`config.mk`:
```
export PLATFORM = sky130hd
export DESIGN_NAME = instr_fetch_unit
export DESIGN_NICKNAME = d
export VERILOG_FILES = /design/src/rtl/instr_fetch_unit.sv
export SDC_FILE = /design/constraint.sdc
export NUM_CORES = 1
export LEC_CHECK = 0
export BUFFER_PORTS_ARGS = -buffer_cell sky130_fd_sc_hd__buf_2
export CORE_AREA = 8 8 106 108
export DETAILED_ROUTE_END_ITERATION = 7
export DIE_AREA = 0 0 114 116
export PLACE_DENSITY = 0.93
export SLEW_MARGIN = 10
export SYNTH_ARGS = -nofsm -noshare
export SYNTH_HDL_FRONTEND = slang
export SYNTH_SLANG_ARGS = --single-unit
```
`constraint.sdc`:
```
create_clock -name clk -period 6.78 [get_ports clk]
set_input_delay 1.017 -clock clk [delete_from_list [all_inputs] [get_ports clk]]
set_output_delay 1.017 -clock clk [all_outputs]
set_load 0.01 [all_outputs]
```
`src/rtl/instr_fetch_unit.sv`:
```
// -----------------------------------------------------------------------------
// instr_fetch_unit
//
// Fetch-side initiator for the word-addressed instruction memory of the RV32I
// core. It owns the program counter, issues at most one read per cycle to a
// memory with a one-cycle registered read, and presents {instr, pc} to decode
// through a valid/ready handshake. Execute-stage redirects (taken branches and
// jumps) squash whatever is currently presented and restart fetch at the
// target. Misaligned redirect targets, and fetches that run past the end of
// memory, park the unit in a sticky FAULT state until a legal redirect arrives.
//
// Parameters
//   RESET_PC   first PC fetched after reset
//   MEM_DEPTH  instruction memory size in 32-bit words; legal addr < MEM_DEPTH*4
//
// Ports
//   clk                  in   1   rising-edge clock
//   reset                in   1   asynchronous, active-high reset
//   instr_mem_req_o      out  1   read request to instruction memory
//   instr_mem_addr_o     out  32  byte address (memory uses [31:2]); 0 when idle
//   instr_mem_rd_data_i  in   32  read data, valid the cycle after a request,
//                                 held by the memory while no request is made
//   redirect_i           in   1   branch/jump taken; squashes presented instr
//   redirect_pc_i        in   32  redirect target byte address
//   if_valid_o           out  1   instruction/pc valid to decode
//   if_ready_i           in   1   decode accepts when valid && ready
//   if_instr_o           out  32  instruction presented to decode
//   if_pc_o              out  32  byte address of if_instr_o
//   fetch_fault_o        out  1   sticky fetch fault
//   fetch_count_o        out  32  number of accepted instructions (wraps)
// -----------------------------------------------------------------------------
module instr_fetch_unit #(
    parameter logic [31:0] RESET_PC  = 32'h0000_0000,
    parameter int unsigned MEM_DEPTH = 496
) (
    input  logic        clk,
    input  logic        reset,
    output logic        instr_mem_req_o,
    output logic [31:0] instr_mem_addr_o,
    input  logic [31:0] instr_mem_rd_data_i,
    input  logic        redirect_i,
    input  logic [31:0] redirect_pc_i,
    output logic        if_valid_o,
    input  logic        if_ready_i,
    output logic [31:0] if_instr_o,
    output logic [31:0] if_pc_o,
    output logic        fetch_fault_o,
    output logic [31:0] fetch_count_o
);

    // First byte address past the end of instruction memory.
    localparam logic [31:0] MEM_LIMIT = 32'(MEM_DEPTH * 4);

    typedef enum logic [1:0] {
        BOOT  = 2'd0,
        RUN   = 2'd1,
        FAULT = 2'd2
    } state_t;

    state_t      state_q, state_d;
    logic [31:0] pc_q, pc_d;
    logic [31:0] inflight_pc_q, inflight_pc_d;
    logic        pending_q, pending_d;
    logic [31:0] count_q;

    logic        redirect_legal;
    logic        pc_in_range;
    logic        fire;
    logic        valid;
    logic        accept;
    logic        req;
    logic [31:0] addr;

    // Qualifiers used by the next-state logic. Range compares are unsigned,
    // so a wrapped PC near 2^32 is correctly seen as out of range.
    always_comb begin
        redirect_legal = (redirect_pc_i[1:0] == 2'b00) && (redirect_pc_i < MEM_LIMIT);
        pc_in_range    = (pc_q < MEM_LIMIT);
        // A new read may only be issued when the slot it will land in is
        // free, either because nothing is pending or because decode is taking
        // the pending item this very cycle.
        fire           = !pending_q || if_ready_i;
        // A redirect squashes the presented instruction in the same cycle, so
        // any handshake that coincides with it is not a real acceptance.
        valid          = pending_q && !redirect_i && (state_q != BOOT);
        accept         = valid && if_ready_i;
    end

    // State register: FSM state, fetch PC, PC of the word in flight and the
    // flag saying the memory output holds an instruction not yet accepted.
    always_ff @(posedge clk or posedge reset) begin
        if (reset) begin
            state_q       <= BOOT;
            pc_q          <= RESET_PC;
            inflight_pc_q <= 32'h0;
            pending_q     <= 1'b0;
        end else begin
            state_q       <= state_d;
            pc_q          <= pc_d;
            inflight_pc_q <= inflight_pc_d;
            pending_q     <= pending_d;
        end
    end

    // Next-state and memory request logic. Everything holds by default, which
    // is exactly the stall behaviour: with no request the memory keeps its
    // read data, so the presented instr/pc stay stable without extra storage.
    always_comb begin
        state_d       = state_q;
        pc_d          = pc_q;
        inflight_pc_d = inflight_pc_q;
        pending_d     = pending_q;
        req           = 1'b0;
        addr          = 32'h0;

        unique case (state_q)
            BOOT: begin
                // One idle cycle after reset release before the first read.
                state_d = RUN;
            end

            RUN: begin
                if (redirect_i) begin
                    if (redirect_legal) begin
                        req           = 1'b1;
                        addr          = redirect_pc_i;
                        pending_d     = 1'b1;
                        inflight_pc_d = redirect_pc_i;
                        pc_d          = redirect_pc_i + 32'd4;
                    end else begin
                        pending_d = 1'b0;
                        state_d   = FAULT;
                    end
                end else if (fire) begin
                    if (pc_in_range) begin
                        req           = 1'b1;
                        addr          = pc_q;
                        pending_d     = 1'b1;
                        inflight_pc_d = pc_q;
                        pc_d          = pc_q + 32'd4;
                    end else begin
                        // fire implies the pending item (if any) is being
                        // accepted now, so the slot empties as we fault.
                        pending_d = 1'b0;
                        state_d   = FAULT;
                    end
                end
            end

            FAULT: begin
                if (redirect_i) begin
                    if (redirect_legal) begin
                        req           = 1'b1;
                        addr          = redirect_pc_i;
                        pending_d     = 1'b1;
                        inflight_pc_d = redirect_pc_i;
                        pc_d          = redirect_pc_i + 32'd4;
                        state_d       = RUN;
                    end else begin
                        pending_d = 1'b0;
                    end
                end else if (accept) begin
                    // A leftover instruction is still delivered while faulted.
                    pending_d = 1'b0;
                end
            end

            default: begin
                state_d = BOOT;
            end
        endcase
    end

    // Accepted-instruction counter, wrapping naturally at 2^32.
    always_ff @(posedge clk or posedge reset) begin
        if (reset) begin
            count_q <= 32'h0;
        end else if (accept) begin
            count_q <= count_q + 32'd1;
        end
    end

    // Output drive.
    always_comb begin
        instr_mem_req_o  = req;
        instr_mem_addr_o = addr;
        if_valid_o       = valid;
        if_instr_o       = instr_mem_rd_data_i;
        if_pc_o          = inflight_pc_q;
        fetch_fault_o    = (state_q == FAULT);
        fetch_count_o    = count_q;
    end

endmodule
```
==> summary by stage, run 1 <==
Worst setup path
The critical path buffer and inverter count is 3. On the worst path, the slowest cell contributes a delay of 610 ps. At the worst endpoint, the required time is 5760 ps. The worst endpoint data arrival time is 3070 ps. The critical path goes through buf_2, nor4_1, o211ai_1, nor3_2, buf_4, a32o_1, buf_2. STA classifies the critical path endpoint as a primary output. The critical path is of the in -> out type. The most numerous cell on the critical path is buf_2.

The maximum fanout along the worst path is 18. The library cell contributing the largest single delay on the critical path is nor3_2. STA classifies the critical path startpoint as a primary input. The dominant delay contributor by cell family on the critical path is simple AND/OR/NAND/NOR gates.

Global routing
Entering global routing, the biggest net connects 65 pins. The via count of the first global-routing pass is 3908. The residual overflow from global routing is 0. For this run, the total global-route usage over all layers was measured as 0.178. The first global-routing pass estimated 19000 um of wire. The number of antenna violations at the first check in global routing is 0.

STA
Setup violations remaining at the end of the flow were counted as 0. The max-slew violation count was 0. The final clock period utilization by the worst path is 0.603. For the final routed database, the setup TNS stands at 0 ps. The final hold violation count is 0. The transition time at the pin with the least slew margin is 1080 ps. The fmax is 0.244 GHz. Headroom to the max-slew limit came out at 0.264. Setup repair after global routing left no endpoint under its margin. After layout, the minimum clock period comes to 4090 ps.

The clock arrives with 14.6 ps of skew. The tightest hold path in the finished design has a slack of 470 ps.

Yosys
During synthesis, Yosys emitted a total of 0 warnings. After synthesis, the largest family of logic cells by area is simple AND/OR/NAND/NOR gates. Of the total synthesized cell area, the portion taken by AND, OR, NAND and NOR gates is 0.195. The sequential-to-total area share from yosys stat is 0.498. Synthesis produced a netlist whose cell count is 479. The number of synthesized flops with an enable pin is 0.

A synthesized cell averages 10.4 um^2. The portion of synthesized area spent on multiplexers is 0. The portion of synthesized cell area occupied by the leading cell type is 0.498. The cell type with the largest total area after synthesis is dfrtp_1. Sorting the synthesized cells by area gives the leading types as dfrtp_1 50%, buf_4 8.0%, and2_1 4.7%. The count of different cell masters after synthesis is 55. The cell area after synthesis is 4970 um^2. Of the total synthesized cell area, the portion taken by full adders, half adders and majority gates is 0.0176. Synthesis inferred 99 register bits. The fraction of synthesis flops using an asynchronous set or reset pin is 1.00. The synthesized-area fraction occupied by ao, oa, aoi and oai cells came to 0.115. The xor and xnor fraction of the mapped netlist area is 0.0617. The most used flip-flop cell after synthesis is dfrtp_1.

Power and ir drop
Power spread over the standard cell area amounts to 284 nW/um^2. Of the total power, the clock network draws 0.224. IR analysis of the VDD net gives a maximum drop of 0.176 mV.

Cell internal power was estimated by the tool at 0.00101 W. Of the total power, combinational logic draws 0.307. The relative contribution of sequential cells to total power is 0.468. The static power due to leakage is 2.89 nW.

The total power of the final layout is 0.00157 W. The net switching power figure is 0.000565 W. The switching power share of the total is 0.359.

Finish
The synthesis-to-layout area growth is 11.5%. The repair_antennas step left the layout with diodes totalling 0. The commonest non-fill, non-tap cell in the layout is buf_2. The final standard cell count with taps included and fillers excluded is 695.

Leaving out fill and tap cells, the most frequent cells in the layout are 113 x buf_2, 99 x dfrtp_1, 37 x and2_1, 25 x nand2_1, 21 x conb_1. The ratio of cells with drive above 1 in the final layout is 0.247. The final layout contains 632 nets.

CTS
The maximum root-to-sink buffer count is 2. The tree is rooted in a clkbuf_8. CTS saw 99 sinks. The maximum level of the CTS H-tree is 3. The quantity of gates resized following cts is 0.

After clock tree synthesis, the setup repair step added 0 buffers. For this design, the CTS-stage hold fixing added 0 buffers. The worst-skew pair later-pin latency is 360 ps.

TritonCTS built the clock tree. The clock slew seen by the registers of the worst setup and hold paths is 90 ps. The number of buffers added by the clock tree synthesis step is 9.

Floorplanning
The initialized floorplan defines 36 standard-cell rows. The area of the core is 9550 um^2. The initial utilization of the core area, before any placement, comes to 0.520. From bottom edge to top edge, the die measures 116 um. The chip width is 114 um. The die outline area is 13200 um^2. The total I/O pin count is 199.

Placement
The wire-length estimate of the detail-placed layout is 8760 um. Counting tap cells, the placed design contains a total of 679 instances. The count of buffers inserted at the top-level ports is 113. The final RePlAce weighted congestion is 0.929.

Route
The final wirelength is 11800 um. The via total after detailed routing is 3804. The antenna violation net count after detailed routing is 0. Using the TritonRoute via totals, the vias-per-cell ratio works out to 5.47. The detailed router finished its first iteration with 393 violations. In the routed design, unresolved DRC markers number 0. The first detailed-routing pass took 5 iterations. The detail-routed net length per standard cell is 16.9 um.

Job
The count of max-cap constraint violations is 0.

Worst hold path
The path type of the worst min-delay path is reg -> reg.

Run status
The flow ran to the end, and the final reports show no timing, DRC or antenna violations.
## final cells by class
| type | instances | area [um^2] |
|---|---|---|
| Clock buffer | 13 | 159 |
| Clock inverter | 3 | 22.5 |
| Fill cell | 838 | 4010 |
| Inverter | 19 | 73.8 |
| Multi-Input combinational cell | 309 | 2030 |
| Sequential cell | 99 | 2480 |
| Tap cell | 133 | 166 |
| Timing Repair Buffer | 119 | 611 |
## stage by stage
step           cell area, um^2  utilization  setup WS, ps
6_report                  5540        0.580          2690
5_1_grt                   5540        0.580          2420
4_1_cts                   5540        0.580          2730
3_5_place_dp              5360        0.561          2730
3_3_place_gp              5360        0.561          2880
2_1_floorplan             5040            -          3040
## routing by layer
metal	vias up	wire (um)	track usage
li1	1761	-	-
met1	1809	4810	0.212
met2	204	5510	0.291
met3	30	1170	0.0568
met4	0	272	0.0745
met5	-	0	0
## power by group through the flow
stage               Clock [W]  Combinational, W  Sequential [W]
CTS                  0.000363          0.000484        0.000735
global route         0.000386          0.000537        0.000748
detailed placement          0          0.000483        0.000745
finish               0.000353          0.000484        0.000737
global placement            0          0.000459        0.000741
floorplan                   0          0.000350        0.000742
## logic make-up after synthesis
kind of cell / Yosys count
AO/OA/AOI/OAI: 72
XOR/XNOR: 35
adder cells (fa/ha/maj): 7
buffers and inverters: 91
flip-flops: 99
other: 1
AND/OR/NAND/NOR: 174
## state kept, by name, summed over array words and instances, names as in the netlist
signal,flops
if_pc_o,32
state_q,2
fetch_count_o,32
pending_q,1
pc_q,32
## worst paths after layout
check / startpoint / end / slack [ps] / cells past startpoint
worst max-delay path: redirect_pc_i[1] / instr_mem_addr_o[4] / 2690 / 7
worst min-delay path: fetch_count_o[31] / fetch_count_o[31] / 470 / 1
worst max register to register: state_q[0] / if_pc_o[8] / 3360 / 7
worst min register to register: fetch_count_o[31] / fetch_count_o[31] / 470 / 1
max in group asynchronous: reset / if_pc_o[12] / 4960 / 3
min in group asynchronous: reset / fetch_count_o[21] / 660 / 2
## cell usage after synthesis, types with 10 or more instances
master	count
buf_4	53
inv_1	19
a22o_1	11
clkbuf_1	15
dfrtp_1	99
a32o_1	10
nand2_1	25
nor2b_1	13
nor2_1	17
nand3_1	18
nor3_1	19
xor2_1	15
xnor2_1	20
and2_1	37
nor4_1	14
(Power assumes the default switching activity.)
==> run 2: changes to the inputs <==
CORE_AREA = 8 8 110 112   (was 8 8 106 108)
DIE_AREA = 0 0 118 120   (was 0 0 114 116)
PLACE_DENSITY = 0.88   (was 0.93)
clock period = 4 ns   (was 6.78 ns; I/O delays follow)
==> run 2 against run 1 <==
Clock power grew 76%; hold slack lost 90 ps; routed wire length is the same; sequential share of layout area shrank 0.40 points; first-iteration DRC count shrank 25%; combinational power grew 72%; design area grew 0.90%; register-to-register slack lost 2100 ps; critical path depth is the same; final cell count grew 1.6%; via count shrank 0.89%; clock-buffer cell count shrank 4; critical path type is now reg -> out; largest cell class unchanged.
==> summary by stage, run 2 (same netlist as run 1, synthesis figures left out) <==
Run status
The run finished with clean final reports.

Worst setup path
The number of cells on the worst reg-to-reg path is 8. The worst setup path startpoint is state_q[0]. The maximum fanout along the worst path is 15. The worst setup path is of the reg -> out kind. The data required time at the worst endpoint is 3400 ps. The worst endpoint data arrival time is 2720 ps. The register-to-register setup slack is 1260 ps. In this run the critical register-to-register path is launched from state_q[0].

STA classifies the critical path startpoint as a flop. The kind of end point of the critical path is a primary output.

Power and ir drop
The share of total power dissipated in combinational logic is 0.308. Power spread over the standard cell area amounts to 483 nW/um^2. For this design the total switching power over the nets is 0.00100 W. VDD sags by at most 0.275 mV. In this run the static leakage power is 2.91 nW.

Of the total power, the share spent switching nets is 0.371. Of the total power, registers draw 0.462. The design draws 0.00270 W.

Internal power comes to 0.00170 W. The share of total power dissipated in the clock network is 0.231.

STA
Between clock sinks in the finished design, the worst skew comes to 12.0 ps. The max-slew violation count is 0. Based on the critical path, the design can be clocked at up to 0.301 GHz. The transition time at the pin with the least slew margin is 855 ps. Measured against its own limit, the worst slew margin works out to 0.430. Counting I/O delays and the setup requirement, the final critical path takes 3320 ps. Setup repair after global routing left no endpoint under its margin.

The final hold violation count was 0. The final count of negative-setup-slack endpoints is 0. The final clock period utilization by the worst path is 0.830. In the final timing run, aggregate negative setup slack is 0 ps.

Finish
The top cell types in the final layout, fill and taps aside, are 113 x buf_2, 99 x dfrtp_1, 37 x and2_1, 25 x nand2_1, 21 x conb_1. For this run, the post-layout net count is 636. The finished layout holds 706 standard cells, fillers aside. The synthesis-to-layout area growth is 12.5%. The repair_antennas step left the layout with diodes totalling 0. The layout filler cell count is 938. The ratio of cells with drive above 1 in the final layout is 0.256. The commonest non-fill, non-tap cell in the layout is buf_2. Summing all non-filler instances in the final layout gives an area of 5590 um^2. The total area of sequential cells is 2480 um^2. Summing all multi-input logic gate instances after layout gives 2030 um^2.

Route
The detail-routed net length per standard cell is 16.7 um. The count of TritonRoute iterations in the first routing pass is 4. The final wirelength is 11800 um. The via total after detailed routing is 3770. After the first detailed-routing iteration, the DRC count stood at 295. In the routed design, unresolved DRC markers number 0. The via-per-instance ratio is 5.34. In this run the remaining antenna-violating nets after routing total 0.

CTS
The number of buffers added by the clock tree synthesis step is 9. The clock slew seen by the registers of the worst setup and hold paths is 100 ps. The number of hold-repair buffers added at the cts stage is 0. The quantity of gates resized following cts is 0.

The tree is rooted in a clkbuf_8. The maximum level of the CTS H-tree is 3. Buffers added to address setup during post-CTS repair amount to 0. The worst-skew pair later-pin latency is 370 ps. For this design, the sink count on the clock tree is 99. The clock passes through at most 2 buffers.

TritonCTS built the clock tree.

Global routing
The number of antenna violations at the first check in global routing is 0. In the global route stage, overall resource usage came out at 0.167. Global routing finished with a remaining overflow of 0. The maximum number of pins on one net before global-route repair is 71. The via count of the first global-routing pass is 3922.

The wire length of the first global-routing pass is 19500 um.

Placement
The placed cell count is 690. The final RePlAce weighted congestion is 0.876. Once detailed placement completed, the half-perimeter wirelength came to 8820 um. In this run the cell area measured after placement is 5400 um^2.

During placement, the flow inserted port buffers numbering 113.

Floorplanning
The total I/O pin count is 199. The area of the core is 10500 um^2. The y dimension of the die is 120 um. The starting density of the core is 0.473. The die covers 14200 um^2.

In this run the core area contains 38 standard-cell rows. The die is 118 um wide.

Job
The count of max-cap constraint violations is 0.

Worst hold path
The path type of the worst min-delay path is in -> async.
[run 2: cell types whose count changed in the layout (fill, tap and decap cells not counted)]
| cell | previous run | this run |
|---|---|---|
| clkinv_2 | 1 | 0 |
| clkinv_8 | 0 | 1 |
| clkbuf_8 | 11 | 9 |
| inv_6 | 0 | 4 |
| buf_4 | 6 | 10 |
| clkbuf_1 | 2 | 0 |
[run 2: path summary, 6_finish.rpt]
path | end
worst max register to register | pc_q[6]
worst min-delay path | fetch_count_o[31]
worst min register to register | if_pc_o[25]
worst max-delay path | instr_mem_addr_o[4]
max in group asynchronous | fetch_count_o[10]
min in group clk | if_pc_o[25]
[run 2: critical path, cell delays in order, from the launching register on]
cell and delay (ps):
dfrtp_1 440, inv_1 110, ha_1 510, o21ai_1 110
buf_4 190, nor3_2 550, a32o_1 290, buf_2 140
[run 2: area by class of cell]
type,instances,share of cell area
clock buffers,9,0.0222
repair buffers,123,0.115
flip-flops and latches,99,0.443
multi-input cells,309,0.363
clock inverters,7,0.0123
well taps,140,0.0313
inverters,19,0.0132
[run 2: per-layer routing]
layer	vias up	share of wire	global-route usage
li1	1773	-	-
met1	1799	0.43	0.203
met2	173	0.47	0.265
met3	25	0.082	0.0573
met4	0	0.018	0.0729
met5	-	0	0
[run 2: stage by stage]
stage               worst slack, ps  hold slack, ps  utilization
finish                          681             380        0.532
global route                    501             445        0.532
CTS                             706             418        0.532
detailed placement              936             466        0.514
global placement               1080             454        0.514
floorplan                       810             446            -
[run 2: power groups by stage]
stage / clock network (W) / logic (W) / registers, W
floorplan: 0 / 0.000594 / 0.00126
global placement: 0 / 0.000805 / 0.00126
detailed placement: 0 / 0.000826 / 0.00126
CTS: 0.000643 / 0.000832 / 0.00124
global route: 0.000682 / 0.000913 / 0.00127
finish: 0.000623 / 0.000832 / 0.00125
